===== config.mk =====
export PLATFORM = sky130hd
export DESIGN_NAME = register_write_port
export DESIGN_NICKNAME = d
export VERILOG_FILES = /design/src/rtl/register_write_port.sv
export SDC_FILE = /design/constraint.sdc
export NUM_CORES = 1
export LEC_CHECK = 0
export BUFFER_PORTS_ARGS = -buffer_cell sky130_fd_sc_hd__buf_2
export CORE_ASPECT_RATIO = 0.8
export CORE_MARGIN = 8
export CORE_UTILIZATION = 58
export DETAILED_ROUTE_END_ITERATION = 7
export MAX_ROUTING_LAYER = met4
export PLACE_DENSITY_LB_ADDON = 0.12
export SETUP_SLACK_MARGIN = 0.15
export SLEW_MARGIN = 15
export SYNTH_ARGS = -nofsm -noshare
export SYNTH_HDL_FRONTEND = slang
export SYNTH_SLANG_ARGS = --single-unit

===== constraint.sdc =====
create_clock -name clk -period 6 [get_ports clk]
set_input_delay 1.8 -clock clk [delete_from_list [all_inputs] [get_ports clk]]
set_output_delay 1.8 -clock clk [all_outputs]
set_load 0.1 [all_outputs]

===== src/rtl/register_write_port.sv =====
// rtl/register_write_port.sv - queued write port and storage for the 8 x DATA_WIDTH register file
// Optional build macro: ZERO_REG_EN (R0 hardwired to zero, writes to R0 dropped at the head).
module register_write_port #(
    parameter int                    DATA_WIDTH  = 16,
    parameter int                    DEPTH       = 2,
    parameter logic [DATA_WIDTH-1:0] RESET_VALUE = '0
) (
    input  logic                  clk,
    input  logic                  rst_n,
    input  logic                  wr_valid,
    output logic                  wr_ready,
    input  logic [2:0]            wr_addr,
    input  logic [DATA_WIDTH-1:0] wr_data,
    input  logic                  hold,
    output logic [DATA_WIDTH-1:0] q0,
    output logic [DATA_WIDTH-1:0] q1,
    output logic [DATA_WIDTH-1:0] q2,
    output logic [DATA_WIDTH-1:0] q3,
    output logic [DATA_WIDTH-1:0] q4,
    output logic [DATA_WIDTH-1:0] q5,
    output logic [DATA_WIDTH-1:0] q6,
    output logic [DATA_WIDTH-1:0] q7,
    output logic [7:0]            pending,
    output logic [2:0]            fifo_count
);

    localparam int         PTR_W   = (DEPTH > 2) ? 2 : 1;
    localparam logic [2:0] DEPTH_C = 3'(DEPTH);
    localparam logic [PTR_W-1:0] LAST_PTR = PTR_W'(DEPTH - 1);

    logic [PTR_W-1:0]      rd_ptr;
    logic [PTR_W-1:0]      wr_ptr;
    logic [2:0]            count;
    logic [DEPTH-1:0]      valid_q;
    logic [DATA_WIDTH-1:0] data_q [DEPTH];
    logic [2:0]            addr_q [DEPTH];
    logic [DATA_WIDTH-1:0] regs   [8];

    logic push;
    logic pop;

    assign wr_ready   = (count != DEPTH_C);
    assign fifo_count = count;
    assign push       = wr_valid & wr_ready;
    assign pop        = ~hold & (count != 3'd0);

    function automatic logic [PTR_W-1:0] next_ptr(input logic [PTR_W-1:0] p);
        return (p == LAST_PTR) ? '0 : p + 1'b1;
    endfunction

    always_ff @(posedge clk or negedge rst_n) begin
        if (!rst_n) begin
            rd_ptr  <= '0;
            wr_ptr  <= '0;
            count   <= 3'd0;
            valid_q <= '0;
            for (int i = 0; i < DEPTH; i++) begin
                data_q[i] <= '0;
                addr_q[i] <= 3'd0;
            end
            for (int r = 0; r < 8; r++) begin
                regs[r] <= RESET_VALUE;
            end
        end else begin
            // Pop clears before push sets; the two slots differ whenever both fire.
            if (pop) begin
                valid_q[rd_ptr] <= 1'b0;
                rd_ptr          <= next_ptr(rd_ptr);
`ifdef ZERO_REG_EN
                if (addr_q[rd_ptr] != 3'd0) begin
                    regs[addr_q[rd_ptr]] <= data_q[rd_ptr];
                end
`else
                regs[addr_q[rd_ptr]] <= data_q[rd_ptr];
`endif
            end
            if (push) begin
                valid_q[wr_ptr] <= 1'b1;
                data_q[wr_ptr]  <= wr_data;
                addr_q[wr_ptr]  <= wr_addr;
                wr_ptr          <= next_ptr(wr_ptr);
            end
            case ({push, pop})
                2'b10:   count <= count + 3'd1;
                2'b01:   count <= count - 3'd1;
                default: count <= count;
            endcase
        end
    end

    always_comb begin
        pending = 8'h00;
        for (int i = 0; i < DEPTH; i++) begin
            if (valid_q[i]) begin
                pending[addr_q[i]] = 1'b1;
            end
        end
`ifdef ZERO_REG_EN
        pending[0] = 1'b0;
`endif
    end

`ifdef ZERO_REG_EN
    assign q0 = '0;
`else
    assign q0 = regs[0];
`endif
    assign q1 = regs[1];
    assign q2 = regs[2];
    assign q3 = regs[3];
    assign q4 = regs[4];
    assign q5 = regs[5];
    assign q6 = regs[6];
    assign q7 = regs[7];

endmodule


### Yosys cells after proc, flatten, opt, wreduce, memory -nomap -nowiden

Cells that the tools add are included.

* eq/ne operators: 3
* bitwise gates (word level): 10
* order comparisons: 13
* $add $sub $neg: 4
* multiplexer cells: 30
* reduce and logical (&&, ||, !) cells: 8

Operators by type and width (count)
* $bwmux 128: 1
* $mux 16: 5
* $demux 16 s3: 1
* $bwmux 32: 1
* $demux 16 s1: 1
* $mux 8: 2
* $mux 3: 4
* $lt 3x4->1 const B: 2
* $or 8x8->8: 1
* $bwmux 6: 1
* $demux 1 s3: 2
* $ge 3x1->1 const B: 2
* $logic_and 1x1->1: 6
* $mux 1: 6
* $pmux 3 s2: 1
* $ge 2x2->1 const B: 2
* $ge 4x4->1 const B: 1
* $lt 1x2->1 const B: 2
* $lt 4x1->1 const B: 1
* $mux 2: 2
* $not 1->2: 2
* $not 3->4: 1
* $add 3x1->3 const B: 1
* $demux 3 s1: 1
* other kinds (15): 19

* bits in registers: 173
* output and inout bits: 140
* input port bits: 23
* logic and storage cells: 84

### Depth between registers and ports, before layout

* depth in word-level cells: 10
* gate-level depth with buffers: 9
* mapped depth without buffers: 8

### Worst setup path before layout

Ideal clock, no wire load.

* path type: reg2out
* from: reg addr_q[1] in the netlist's numbering
* to: out pending[0]
* arrival: 2845 ps
* buffers on the path: 0
* path slack: 1355 ps
* stages on the path, launching flop included: 3
* required time: 4200 ps
* cells stage by stage: dfrtp_1 > nand2b_1 > o31ai_1

* cells in the longest elaborated chain, start to end: 6
* elaborated cells on any way between the ends: 7
* classes of those cells: order compare (2); mux (3); bitwise (1); reduce/logical (1)

Ends and longest elaborated chain
* start: declaration: line 36 `logic [2:0] addr_q [DEPTH];`
* start signal: indexed assignment: line 80 `addr_q[wr_ptr] <= wr_addr;`
* $lt 3x4->1 (not written as such) or $ge 3x1->1 (tied branches): line 95 `pending[addr_q[i]] = 1'b1;`
* $logic_and 1x1->1 (not written as such): line 95
* $mux 1 (not written as such): line 95
* $demux 1 s3 (*): line 95
* $or 8x8->8 (no line) (*)
* $mux 8 (*): line 94 `if (valid_q[i]) begin`
* end: declaration: line 23 `output logic [7:0] pending,`

Mark *: on every way between the ends. The rest lies on a longest branch, timed or not.

### Worst setup path in the final report

* from: reg addr_q[3] in the netlist's numbering
* to: out pending[0]

* cells in the longest elaborated chain, start to end: 7
* elaborated cells on any way between the ends: 8
* classes of those cells: order compare (2); mux (4); bitwise (1); reduce/logical (1)

Ends and longest elaborated chain (line)
* $lt 3x4->1 (not written as such) or $ge 3x1->1 (tied branches): 95
* $logic_and 1x1->1 (not written as such): 95
* $mux 1 (not written as such): 95
* $demux 1 s3 (*): 95
* $mux 8 (*): 94
* $or 8x8->8 (no line)
* $mux 8 (*): 94

Marks and branches as above.

==> impl_metrics.py <==
metrics = {
    "run_status": {
        "status": "complete, no violations",
    },
    "setup_path": {
        "crit_type": "reg2out",
        "crit_required_ps": 4200,
        "critPathCaptureType": "output port",
        "cp_max_fo": 5,
        "startpoint_type": "register",
        "critical_path_arrival_ps": 1910,
    },
    "clock_network": {
        "clock_latency_ps": 420,
        "cts_made_buffers": 17,
        "cts_resized": 0,
        "cts.sinks": 173,
        "htree_levels": 4,
        "clockBufferDepth": 2,
        "ctsHoldBuffers": 0,
        "path_clk_slew_ps": 60,
        "cts-root-buf": "clkbuf_16",
        "post_cts_buffers": 0,
        "tritoncts": "done",
    },
    "die": {
        "start_util_pct": 59.82,
        "ios": 163,
        "die-area_um2": 16510,
        "std_cell_rows": 36,
        "die_w_um": 141.7,
        "core_area_um2": 12250,
        "die_h_um": 116.5,
    },
    "detailed_routing": {
        "firstDrtPassIters": 4,
        "drt_iter0_markers": 194,
        "vias_per_cell": 5.443,
        "wirelength_mm": 17.14,
        "vias": 4316,
        "ant_nets": 0,
        "post_drt_wl_per_cell_um": 21.62,
        "drc": 0,
    },
    "synthesis": {
        "ys_warn_count": 0,
        "ys.flop_type": "dfrtp_1",
        "async_reset_ff_share_pct": 100.0,
        "synth-edff-count": 0,
        "synthCells": 436,
        "syn_area_per_cell_um2": 16.81,
        "synth_seq_cells": 173,
        "yosysSeqAreaShare_pct": 59.06,
        "yosysUniqueCellTypes": 33,
        "synthesis.area_um2": 7330,
        "syn_nets": 461,
    },
    "global_route": {
        "antenna_found_initial": 1,
        "first_global_vias": 4720,
        "grt_pass1_wl_mm": 27.21,
        "gr-usage-all-layers_pct": 22.51,
        "grt_max_degree": 98,
        "grt.overflow.total": 0,
    },
    "timing": {
        "setup-violations-final": 0,
        "tightest_slew_ps": 1139,
        "tns_ps": 0,
        "timing.final.max_slew_violations": 0,
        "hold_ws_ps": 487.0,
        "post-route-min-period_ps": 3705,
        "fmax_ghz": 0.2699,
        "grt_setup_unrepaired": "no",
        "slew_headroom_pct": 23.83,
        "min_period_over_period_pct": 61.75,
        "finClkSkew_ps": 9.871,
        "hold_viol_final": 0,
    },
    "cells_and_area": {
        "layout.nets": 633,
        "multi_input_area_um2": 2830,
        "layout.area.seq_um2": 4330,
        "final_common_cell": "dfrtp_1",
        "n_fill_cell": 858,
        "area_growth_syn_to_layout_pct": 20.91,
        "final_cell_mix": "dfrtp_1, buf_2, mux2_2",
        "drive_above_1_share_pct": 62.96,
        "final_cells": 793,
        "utilization_pct": 72.33,
    },
    "hold_path": {
        "hp-class": "reg2reg",
    },
    "placement": {
        "gp_congestion": 0.7475,
        "dp_cells": 759,
        "io_buffers": 162,
        "hpwl_mm": 11.90,
    },
    "flow_run": {
        "max-cap-violations": 0,
    },
}
Yosys cell counts (all sizes together) (3+ instances only):
library cell  count  share of area (%)
mux2            183                 31
dfrtp           173                 59
buf              15                1.9
a2111oi           8                3.0
nand2             7               0.36
clkbuf            5               0.26
nand2b            5               0.43
o22ai             5               0.43
inv               4               0.20
or3b              4               0.58
nand3b            3               0.31
or3               3               0.32
area by class of cell:
class / instances / share of cell area (%)
Sequential cell: 173 / 48.86
Multi-Input combinational cell: 239 / 31.94
Timing Repair Buffer: 173 / 10.19
Clock buffer: 21 / 5.083
Tap cell: 171 / 2.414
Clock inverter: 11 / 1.313
Inverter: 4 / 0.1694
Antenna cell: 1 / 0.02824
stage by stage:
step / instance area, um^2 / setup WS [ps]
global placement: 8280 / 2303
CTS: 8847 / 2280
detailed placement: 8280 / 2248
finish: 8862 / 2295
global route: 8862 / 2200
floorplan: 7330 / 1355
cell families after synthesis:
| logic type | Yosys count | synth area share [%] |
|---|---|---|
| muxes | 185 | 31.05 |
| buffers and inverters | 24 | 2.390 |
| DFF | 173 | 59.06 |
| xor gates and xnor gates | 4 | 0.4781 |
| AOI/OAI and AO/OA | 19 | 4.046 |
| and+or+nand+nor | 29 | 2.526 |
| adders and majority gates | 2 | 0.4438 |
worst paths after layout:
kind | startpoint | slack (ps) | cells past startpoint | endpoint
worst min register to register | q4[11]$_DFFE_PN0P_ | 490 | 1 | q4[11]$_DFFE_PN0P_
min in group asynchronous | rst_n | 1470 | 1 | q5[1]$_DFFE_PN0P_
worst max register to register | rd_ptr$_DFFE_PN0P_ | 3040 | 4 | q0[2]$_DFFE_PN0P_
worst min-delay path | q4[11]$_DFFE_PN0P_ | 490 | 1 | q4[11]$_DFFE_PN0P_
max in group asynchronous | rst_n | 3430 | 2 | rd_ptr$_DFFE_PN0P_
worst max-delay path | addr_q[3]$_DFFE_PN0P_ | 2290 | 4 | pending[0]
flip-flops by register name, indices dropped and copies added (netlist names):
name and cells:
q0 16, q7 16, valid_q 2, q6 16, q2 16, addr_q 6
q5 16, q1 16, wr_ptr 1, q4 16, q3 16, rd_ptr 1
data_q 32, fifo_count 3
routing by layer:
layer	share of wire (%)	global-route usage (%)	vias to the layer above
met1	45	28.72	2264
met2	46	33.51	116
met4	0.96	6.210	0
met5	0	-	-
met3	7.3	8.129	16
li1	-	-	1920
worst max-delay path: stages, from the launching register on:
cell and delay (ps):
dfrtp_1 420, nand2b_1 210, or3_1 320, o31ai_1 70, buf_2 460
Power is not shown: default switching activity piles up to over one toggle a cycle in this logic, so the estimate is an artifact.
